$ cat src/rtl/rr_arb_mux.sv
// Round-robin arbitrating M:1 multiplexer with a registered, backpressured output stage.
// Define ARB_LOCK_EN to add in_last and hold the grant on one channel until its packet ends.
module rr_arb_mux #(
  parameter int N    = 32,
  parameter int M    = 8,
  parameter int SELW = 3
) (
  input  logic              clk,
  input  logic              reset,
  input  logic [M-1:0]      in_valid,
  input  logic [M*N-1:0]    in_data,
`ifdef ARB_LOCK_EN
  input  logic [M-1:0]      in_last,
`endif
  output logic [M-1:0]      in_ready,
  output logic              out_valid,
  input  logic              out_ready,
  output logic [N-1:0]      out_data,
  output logic [SELW-1:0]   out_sel
);

  logic              out_valid_q;
  logic [N-1:0]      data_q;
  logic [SELW-1:0]   sel_q;
  logic [SELW-1:0]   ptr_q;
  logic [SELW-1:0]   ptr_d;
  logic [M-1:0]      elig;
  logic              hit;
  logic              load;
  logic [SELW-1:0]   grant;
  logic [N-1:0]      ch_data [M];

`ifdef ARB_LOCK_EN
  typedef enum logic {ST_ARB, ST_LOCK} state_t;
  state_t            state_q;
  logic [SELW-1:0]   lock_ch_q;
  logic              locked;
  assign locked = (state_q == ST_LOCK);
`endif

  assign load = !out_valid_q || out_ready;

  for (genvar gi = 0; gi < M; gi++) begin : g_ch
    assign ch_data[gi] = in_data[gi*N +: N];
`ifdef ARB_LOCK_EN
    // While locked, only the owning channel may compete.
    assign elig[gi] = in_valid[gi] && (!locked || lock_ch_q == SELW'(gi));
`else
    assign elig[gi] = in_valid[gi];
`endif
    assign in_ready[gi] = !reset && load && hit && (grant == SELW'(gi));
  end

  // Scan from the highest rotated offset down so the closest request to ptr wins.
  always_comb begin
    int idx;
    idx   = 0;
    hit   = 1'b0;
    grant = '0;
    for (int k = M - 1; k >= 0; k--) begin
      idx = int'(ptr_q) + k;
      if (idx >= M) idx = idx - M;
      if (elig[idx]) begin
        hit   = 1'b1;
        grant = SELW'(idx);
      end
    end
  end

  assign ptr_d = (grant == SELW'(M - 1)) ? '0 : grant + SELW'(1);

  always_ff @(posedge clk) begin
    if (reset) begin
      out_valid_q <= 1'b0;
      data_q      <= '0;
      sel_q       <= '0;
      ptr_q       <= '0;
`ifdef ARB_LOCK_EN
      state_q     <= ST_ARB;
      lock_ch_q   <= '0;
`endif
    end else if (load) begin
      if (hit) begin
        out_valid_q <= 1'b1;
        data_q      <= ch_data[grant];
        sel_q       <= grant;
`ifdef ARB_LOCK_EN
        case (state_q)
          ST_ARB: begin
            if (in_last[grant]) begin
              ptr_q <= ptr_d;
            end else begin
              state_q   <= ST_LOCK;
              lock_ch_q <= grant;
            end
          end
          default: begin
            if (in_last[grant]) begin
              state_q <= ST_ARB;
              ptr_q   <= ptr_d;
            end
          end
        endcase
`else
        ptr_q <= ptr_d;
`endif
      end else begin
        out_valid_q <= 1'b0;
      end
    end
  end

  assign out_valid = out_valid_q;
  assign out_data  = data_q;
  assign out_sel   = sel_q;

endmodule
$ cat config.mk
export PLATFORM = sky130hd
export DESIGN_NAME = rr_arb_mux
export DESIGN_NICKNAME = d
export VERILOG_FILES = /design/src/rtl/rr_arb_mux.sv
export SDC_FILE = /design/constraint.sdc
export NUM_CORES = 1
export LEC_CHECK = 0
export CORE_AREA = 2 2 121 123
export CTS_CLUSTER_DIAMETER = 150
export DETAILED_ROUTE_END_ITERATION = 8
export DIE_AREA = 0 0 123 125
export PLACE_DENSITY_LB_ADDON = 0.12
export SLEW_MARGIN = 30
export SYNTH_ARGS = -nofsm -noshare
export SYNTH_HDL_FRONTEND = slang
export SYNTH_SLANG_ARGS = --single-unit
$ cat constraint.sdc
create_clock -name clk -period 5.1 [get_ports clk]
set_input_delay 0.765 -clock clk [delete_from_list [all_inputs] [get_ports clk]]
set_output_delay 0.765 -clock clk [all_outputs]
set_load 0.005 [all_outputs]
==> results of run 1 <==
through the flow:
step | setup slack, ns | instance area (sq um) | hold slack [ns] | total power [mW] | util [%]
final | 0.0865 | 8360 | 0.463 | 5.28 | 58.8
after global routing | 0.00998 | 8360 | 0.505 | 5.65 | 58.8
after CTS | 0.146 | 8360 | 0.464 | 5.29 | 58.8
after detailed placement | 0.160 | 8190 | 0.455 | 4.90 | 57.6
after global placement | 0.163 | 8190 | 0.443 | 4.84 | 57.6
after floorplan | 0.906 | 4920 | 0.453 | 3.64 | -
per-layer routing:
metal / GRT usage [%] / share of wire [%] / vias to the layer above
met5: 0 / 0 / -
met3: 5.38 / 7.2 / 48
met1: 29.7 / 38 / 2716
met4: 10.6 / 4.2 / 0
met2: 46.3 / 50 / 266
li1: - / - / 2790
registers in the layout, summed over array words and instances (netlist names):
register,count
out_sel,3
ptr_q,3
out_data,32
out_valid,1
worst max-delay path by stage:
stage / to / slack [ns] / cells past startpoint
CTS: in_ready[2] / 0.15 / 9
detailed placement: in_ready[2] / 0.16 / 9
global route: in_ready[7] / 0.01 / 12
global placement: in_ready[6] / 0.16 / 8
floorplan: in_ready[0] / 0.91 / 14
finish: in_ready[2] / 0.09 / 9
layout make-up:
type	count	area, sq um
well taps	184	230
clock inverters	3	43.8
clock buffers	5	125
repair buffers	338	3310
inverters	26	110
multi-input cells	443	3760
diodes	1	2.50
fillers	1259	5850
flip-flops and latches	39	781
power breakdown:
| part | leakage [nW] | total [mW] | switching, mW | internal (mW) |
|---|---|---|---|---|
| clock | 0.0838 | 0.367 | 0.136 | 0.231 |
| combinational | 2.63 | 4.41 | 2.36 | 2.05 |
| sequential | 0.325 | 0.497 | 0.0613 | 0.436 |
| total | 3.04 | 5.28 | 2.55 | 2.72 |
worst max-delay path, delay by kind of cell:
kind / cells / cell delay [ns]
buffers and inverters: 2 / 1.16
muxes: 1 / 0.62
AOI/OAI and AO/OA: 3 / 0.60
and+or+nand+nor: 3 / 1.10
logic make-up after synthesis:
family	after synthesis
multiplexers	113
AO/OA/AOI/OAI	207
XOR/XNOR	4
flip-flops	39
AND/OR/NAND/NOR	116
buffers and inverters	84
adder cells (fa/ha/maj)	3
synthesized netlist by cell type, types with 3 or more instances:
cell,instances,area [sq um]
dfxtp_1,39,781
buf_6,7,78.8
a2bb2oi_1,6,52.6
nor4_1,4,25.0
ha_1,3,37.5
and2_1,31,194
o21bai_1,15,113
inv_1,24,90.1
o211ai_1,40,300
mux2i_1,51,510
clkbuf_1,26,97.6
mux2_2,26,293
a2111oi_2,12,180
a221o_1,12,120
a311oi_1,10,87.6
nor3_1,5,25.0
a21oi_1,30,150
nor2_1,21,78.8
buf_2,21,105
a31oi_1,7,43.8
o21ai_1,6,30.0
xor2_1,3,26.3
mux2_1,6,67.6
a2111oi_0,3,26.3
o2111ai_1,12,105
a211oi_1,34,255
mux2_4,13,195
nand2_1,39,146
mux4_2,17,383
==> key figures, run 1 <==
GRT
  • Vias in the first global route: 5972
  • Initial antenna violation count: 1
  • Total Routing Usage GR: 26.0%
  • First-pass GRT wire length: 31.5 mm
  • Grt total ovfl: 0
  • Largest net degree at the start of global routing: 66

Worst hold path
  • Hold_sp: ptr_q[2]
  • Hold path endpoint: ptr_q[2]
  • WHS Path Cells: 2
  • Min-Delay Path Class: register to register

STA
  • Fin crit period: 5.01 ns
  • Fin. Hold Viols: 0
  • Setup tns final: 0 ns
  • Clock Skew: 0.00412 ns
  • Max_slew headroom: 33.8%
  • Tcrit/Tclk final: 98.3%
  • Fmax: 199 MHz
  • RSZ-0062 raised after global routing: false
  • Worst-Margin Slew: 0.992 ns
  • Final Slew Violations: 0
  • Final setup fails: 0

Worst setup path
  • Setup crit start kind: input port
  • FF-to-FF End: out_data[25]
  • R2r setup slk: 1.02 ns
  • Biggest cell delay along the critical path: 0.62 ns
  • Critical Path AT: 4.25 ns
  • CP Max Fanout: 10
  • Critical path cell sequence: clkdlybuf4s50_1, mux4_2, nor4b_1, o22ai_1, o22ai_1, o21ai_4, or3_1, nor3_1, clkdlybuf4s50_1
  • Type of destination of the critical path: primary output
  • CP Data Required Time: 4.34 ns
  • R2R Path Start: ptr_q[0]
  • Crit Path Class: input port to primary output
  • R2R cell count: 12
  • Setup crit start: in_valid[7]
  • Crit-path slowest cell: mux4_2

Clocking
  • Worst-case clock buffer depth: 2
  • Worst-Skew Late Latency: 0.28 ns
  • Setup Fix Bufs, Post-CTS: 0
  • CTS root buf: clkbuf_16
  • Hold Buf Count CTS: 0
  • CTS H-tree depth: 2
  • CTS tree: yes
  • Num CTS Buffers: 5
  • CTS sink cnt: 39
  • Post-CTS Resized: 0
  • CTS clk-pin slew, worst paths: 0.06 ns

Floorplanning
  • IO Pins: 311
  • Initial Util: 34.6%
  • Die area: 15400 sq um
  • Row count: 44
  • Die Width: 123 microns
  • Core area: 14200 sq um
  • Chip height: 125 microns

Power and ir drop
  • Power density over cell area: 631 nW/um^2
  • P_leak: 3.04 nW
  • Peak VDD IR: 0.470 mV

Run status
  • Outcome: finished clean

Layout
  • Final nets: 1123
  • Most frequent cells in the layout: 309 x clkdlybuf4s50_1, 51 x mux2i_1, 40 x o211ai_1, 39 x nand2_1, 39 x dfxtp_1
  • Most common cell after layout, fill and taps aside: clkdlybuf4s50_1
  • Layout Cells excl Fill: 1039
  • Synthesis-to-finish area growth: 69.9%
  • Share of cells above drive strength 1: 13.5%

Drt
  • DRC viols: 0
  • Starting DRT DRC Count: 491
  • Drt first pass iters: 4
  • Final antenna-violating net count: 0
  • Via density per instance: 5.60
  • Total wire length: 20.9 mm
  • Wire length per cell: 20.1 microns
  • DR vias: 5820

Logic synthesis
  • Simple-Gate Fraction of Synth Area: 11.7%
  • Syn Area/Cell: 8.69 sq um
  • Largest family of logic cells by synthesized area: compound AO/OA/AOI/OAI gates
  • Syn Inst Count: 566
  • Synth Cell Area: 4920 sq um
  • Syn nets: 836
  • Fraction of registers with async set/reset: 0%
  • Synthesized-area fraction occupied by xor and xnor cells: 0.712%
  • EDFF count, synth: 0
  • Compound-Gate Fraction of Synth Area: 33.1%
  • Post-synthesis mux area share: 29.5%
  • Post-synthesis register bit count: 39
  • Adder-cell area share of the yosys netlist: 0.763%
  • Seq/Total Area, Yosys: 15.9%
  • Ys flop type: dfxtp_1
  • Distinct cells, synth: 60
  • Ys Warns: 0

Job
  • Max Cap Viol: 0

Place
  • IO Port Bufs: 310
  • HPWL after DPL: 16.4 mm
  • Placer congestion estimate: 0.829
  • Placed cells: 1030
Power figures use the tool's default switching activity.
==> inputs of run 2 (changes only) <==
--- a/config.mk
+++ b/config.mk
@@ -10,6 +10,7 @@
 export DETAILED_ROUTE_END_ITERATION = 8
 export DIE_AREA = 0 0 123 125
 export PLACE_DENSITY_LB_ADDON = 0.12
+export SKIP_LAST_GASP = 1
 export SLEW_MARGIN = 30
 export SYNTH_ARGS = -nofsm -noshare
 export SYNTH_HDL_FRONTEND = slang
==> results of run 2 <==
Final layout, timing and power as in run 1 (identical DEF).
==> inputs of run 3 (changes only) <==
--- a/config.mk
+++ b/config.mk
@@ -6,9 +6,11 @@
 export NUM_CORES = 1
 export LEC_CHECK = 0
 export CORE_AREA = 2 2 121 123
+export CTS_BUF_LIST = sky130_fd_sc_hd__clkbuf_8 sky130_fd_sc_hd__clkbuf_16
 export CTS_CLUSTER_DIAMETER = 150
 export DETAILED_ROUTE_END_ITERATION = 8
 export DIE_AREA = 0 0 123 125
+export GPL_TIMING_DRIVEN = 0
 export PLACE_DENSITY_LB_ADDON = 0.12
 export SKIP_LAST_GASP = 1
 export SLEW_MARGIN = 30
==> key figures, run 3 (synthesized netlist as in run 1, its figures left out) <==
Drt
  • Final antenna-violating net count: 0 (unchanged)
  • Via density per instance: 5.63 (was 5.60)
  • Wire length per cell: 21.2 microns (was 20.1 microns)
  • DRC viols: 0 (unchanged)
  • Starting DRT DRC Count: 408 (was 491)
  • Drt first pass iters: 5 (was 4)
  • DR vias: 6076 (was 5820)
  • Total wire length: 22.9 mm (was 20.9 mm)

Layout
  • Synthesis-to-finish area growth: 75.1% (was 69.9%)
  • Layout Cells excl Fill: 1080 (was 1039)
  • Util after Layout: 60.6% (was 58.8%)
  • Most common cell after layout, fill and taps aside: clkdlybuf4s50_1 (unchanged)
  • Fillers: 1266 (was 1259)
  • Largest register FFs: 32 (unchanged)
  • Share of cells above drive strength 1: 16.6% (was 13.5%)
  • Final nets: 1164 (was 1123)
  • Most frequent cells in the layout: 300 x clkdlybuf4s50_1, 50 x mux2i_1, 40 x o211ai_1, 39 x nand2_1, 38 x dfxtp_1 (was 309 x clkdlybuf4s50_1, 51 x mux2i_1, 40 x o211ai_1, 39 x nand2_1, 39 x dfxtp_1)

Worst setup path
  • Crit Path Class: register to primary output (was input port to primary output)
  • R2r setup slk: 0.68 ns (was 1.02 ns)
  • Crit-path slowest cell: clkdlybuf4s50_1 (was mux4_2)
  • Type of destination of the critical path: primary output (unchanged)
  • CP Max Fanout: 19 (was 10)
  • Biggest cell delay along the critical path: 0.60 ns (was 0.62 ns)
  • Setup crit start kind: register (was input port)
  • Cell mode on critical path: buf_6
  • CP Data Required Time: 4.34 ns (about the same)
  • Critical path cell sequence: buf_12, inv_1, ha_2, buf_6, buf_8, mux4_2, mux2i_1, a32o_1, o221ai_1, o211a_1, buf_6, buf_2, nor4_1, clkdlybuf4s50_1 (was clkdlybuf4s50_1, mux4_2, nor4b_1, o22ai_1, o22ai_1, o21ai_4, or3_1, nor3_1, clkdlybuf4s50_1)
  • Critical Path AT: 4.20 ns (was 4.25 ns)
  • FF-to-FF End: out_data[4] (was out_data[25])
  • R2R cell count: 18 (was 12)
  • Setup crit start: ptr_q[1] (was in_valid[7])
  • R2R Path Start: ptr_q[1] (was ptr_q[0])
  • Worst setup endpoint: in_ready[6] (was in_ready[2])

GRT
  • Total Routing Usage GR: 28.3% (was 26.0%)
  • First-pass GRT wire length: 34.1 mm (was 31.5 mm)
  • Largest net degree at the start of global routing: 20 (was 66)
  • Grt total ovfl: 0 (unchanged)
  • Vias in the first global route: 6289 (was 5972)
  • Initial antenna violation count: 1 (unchanged)

STA
  • Clock Skew: 0.00774 ns (was 0.00412 ns)
  • RSZ-0062 raised after global routing: true (was false)
  • Fin. Hold Viols: 0 (unchanged)
  • Fin crit period: 4.96 ns (was 5.01 ns)
  • Tcrit/Tclk final: 97.3% (was 98.3%)
  • Worst-Margin Slew: 0.931 ns (was 0.992 ns)
  • Fmax: 202 MHz (was 199 MHz)
  • Max_slew headroom: 37.5% (was 33.8%)
  • Final setup fails: 0 (unchanged)
  • Final Slew Violations: 0 (unchanged)

Power and ir drop
  • Cell Int Power: 2.94 mW (was 2.72 mW)
  • Comb pwr share: 84.4% (was 83.6%)
  • Clk pwr share: 6.7% (was 7.0%)
  • Power density over cell area: 666 nW/um^2 (was 631 nW/um^2)
  • Peak VDD IR: 0.332 mV (was 0.470 mV)
  • Sw Share: 48.7% (was 48.4%)
  • Sw Pwr: 2.79 mW (was 2.55 mW)
  • Reg power frac: 8.9% (was 9.4%)
  • P_leak: 3.19 nW (was 3.04 nW)

Floorplanning
  • Die Width: 123 microns (unchanged)
  • Chip height: 125 microns (unchanged)
  • Core area: 14200 sq um (unchanged)
  • Initial Util: 34.6% (unchanged)
  • Row count: 44 (unchanged)
  • Die area: 15400 sq um (unchanged)
  • IO Pins: 311 (unchanged)

Job
  • Max Cap Viol: 0 (unchanged)

Place
  • Placer congestion estimate: 0.887 (was 0.829)
  • Placed cells: 1060 (was 1030)
  • IO Port Bufs: 310 (unchanged)
  • HPWL after DPL: 18.5 mm (was 16.4 mm)

Worst hold path
  • Min-Delay Path Class: register to register (unchanged)

Clocking
  • CTS H-tree depth: 2 (unchanged)
  • CTS clk-pin slew, worst paths: 0.07 ns (was 0.06 ns)
  • CTS root buf: clkbuf_16 (unchanged)
  • Worst-case clock buffer depth: 2 (unchanged)
  • CTS tree: yes (unchanged)
  • Worst-Skew Late Latency: 0.28 ns (about the same)
  • Num CTS Buffers: 5 (unchanged)
  • CTS sink cnt: 39 (unchanged)

Run status
  • Outcome: finished clean (unchanged)
==> run 3: worst min path at each step <==
stage | from | cells after the start | slack [ns] | to
CTS | out_data[24] | 2 | 0.48 | out_data[24]
floorplan | out_sel[2] | 2 | 0.45 | out_sel[2]
finish | out_data[24] | 2 | 0.47 | out_data[24]
detailed placement | out_data[17] | 2 | 0.47 | out_data[17]
global placement | out_sel[2] | 2 | 0.45 | out_sel[2]
global route | out_sel[2] | 2 | 0.50 | out_sel[2]
==> run 3: what timing repair did <==
| action | CTS | global route |
|---|---|---|
| setup endpoints to repair | 8 | 8 |
| pin swaps | 0 | 1 |
| hold buffers | 0 | 0 |
| hold endpoints to repair | 0 | 0 |
| buffers inserted | 1 | 14 |
| resized for setup | 28 | 37 |
==> run 3: power groups by stage <==
stage | combinational [mW] | sequential, mW | clock (mW)
after floorplan | 3.13 | 0.509 | 0
after global placement | 4.52 | 0.504 | 0
after detailed placement | 4.59 | 0.509 | 0
after CTS | 4.62 | 0.506 | 0.387
after global routing | 5.18 | 0.522 | 0.397
final | 4.84 | 0.508 | 0.383
==> run 3: through the flow <==
step | power (mW) | hold slack (ns) | setup slack (ns) | area, sq um | TNS [ns]
2_1_floorplan | 3.64 | 0.453 | 0.906 | 4920 | 0
3_3_place_gp | 5.03 | 0.452 | -0.558 | 8250 | -3.67
3_5_place_dp | 5.10 | 0.467 | -0.662 | 8250 | -4.16
4_1_cts | 5.52 | 0.477 | -0.0354 | 8450 | -0.0495
5_1_grt | 6.10 | 0.498 | -0.0598 | 8610 | -0.120
6_report | 5.73 | 0.471 | 0.139 | 8610 | 0
==> run 3: critical path, delay by kind of cell (launching register included) <==
kind | cells | cell delay [ns]
flip-flops | 1 | 0.39
multiplexers | 2 | 0.64
AO/OA/AOI/OAI | 3 | 0.75
adder cells (fa/ha/maj) | 1 | 0.32
buffers and inverters | 7 | 1.50
AND/OR/NAND/NOR | 1 | 0.30
==> run 3: cell type report <==
| type | instances | area, sq um | share of cell area, % |
|---|---|---|---|
| Clock inverter | 2 | 38.8 | 0.450 |
| Sequential cell | 39 | 785 | 9.11 |
| Tap cell | 184 | 230 | 2.67 |
| Multi-Input combinational cell | 443 | 3780 | 43.9 |
| Clock buffer | 6 | 139 | 1.61 |
| Buffer | 54 | 337 | 3.91 |
| Antenna cell | 1 | 2.50 | 0.0291 |
| Timing Repair Buffer | 325 | 3190 | 37.0 |
| Inverter | 26 | 115 | 1.34 |
==> run 3: layer usage <==
layer	vias to the layer above	GRT usage, %	part of all wire (%)
li1	2877	-	-
met1	2858	33.4	39
met2	301	52.1	51
met3	40	4.61	7.4
met4	0	8.02	2.7
met5	-	0	0
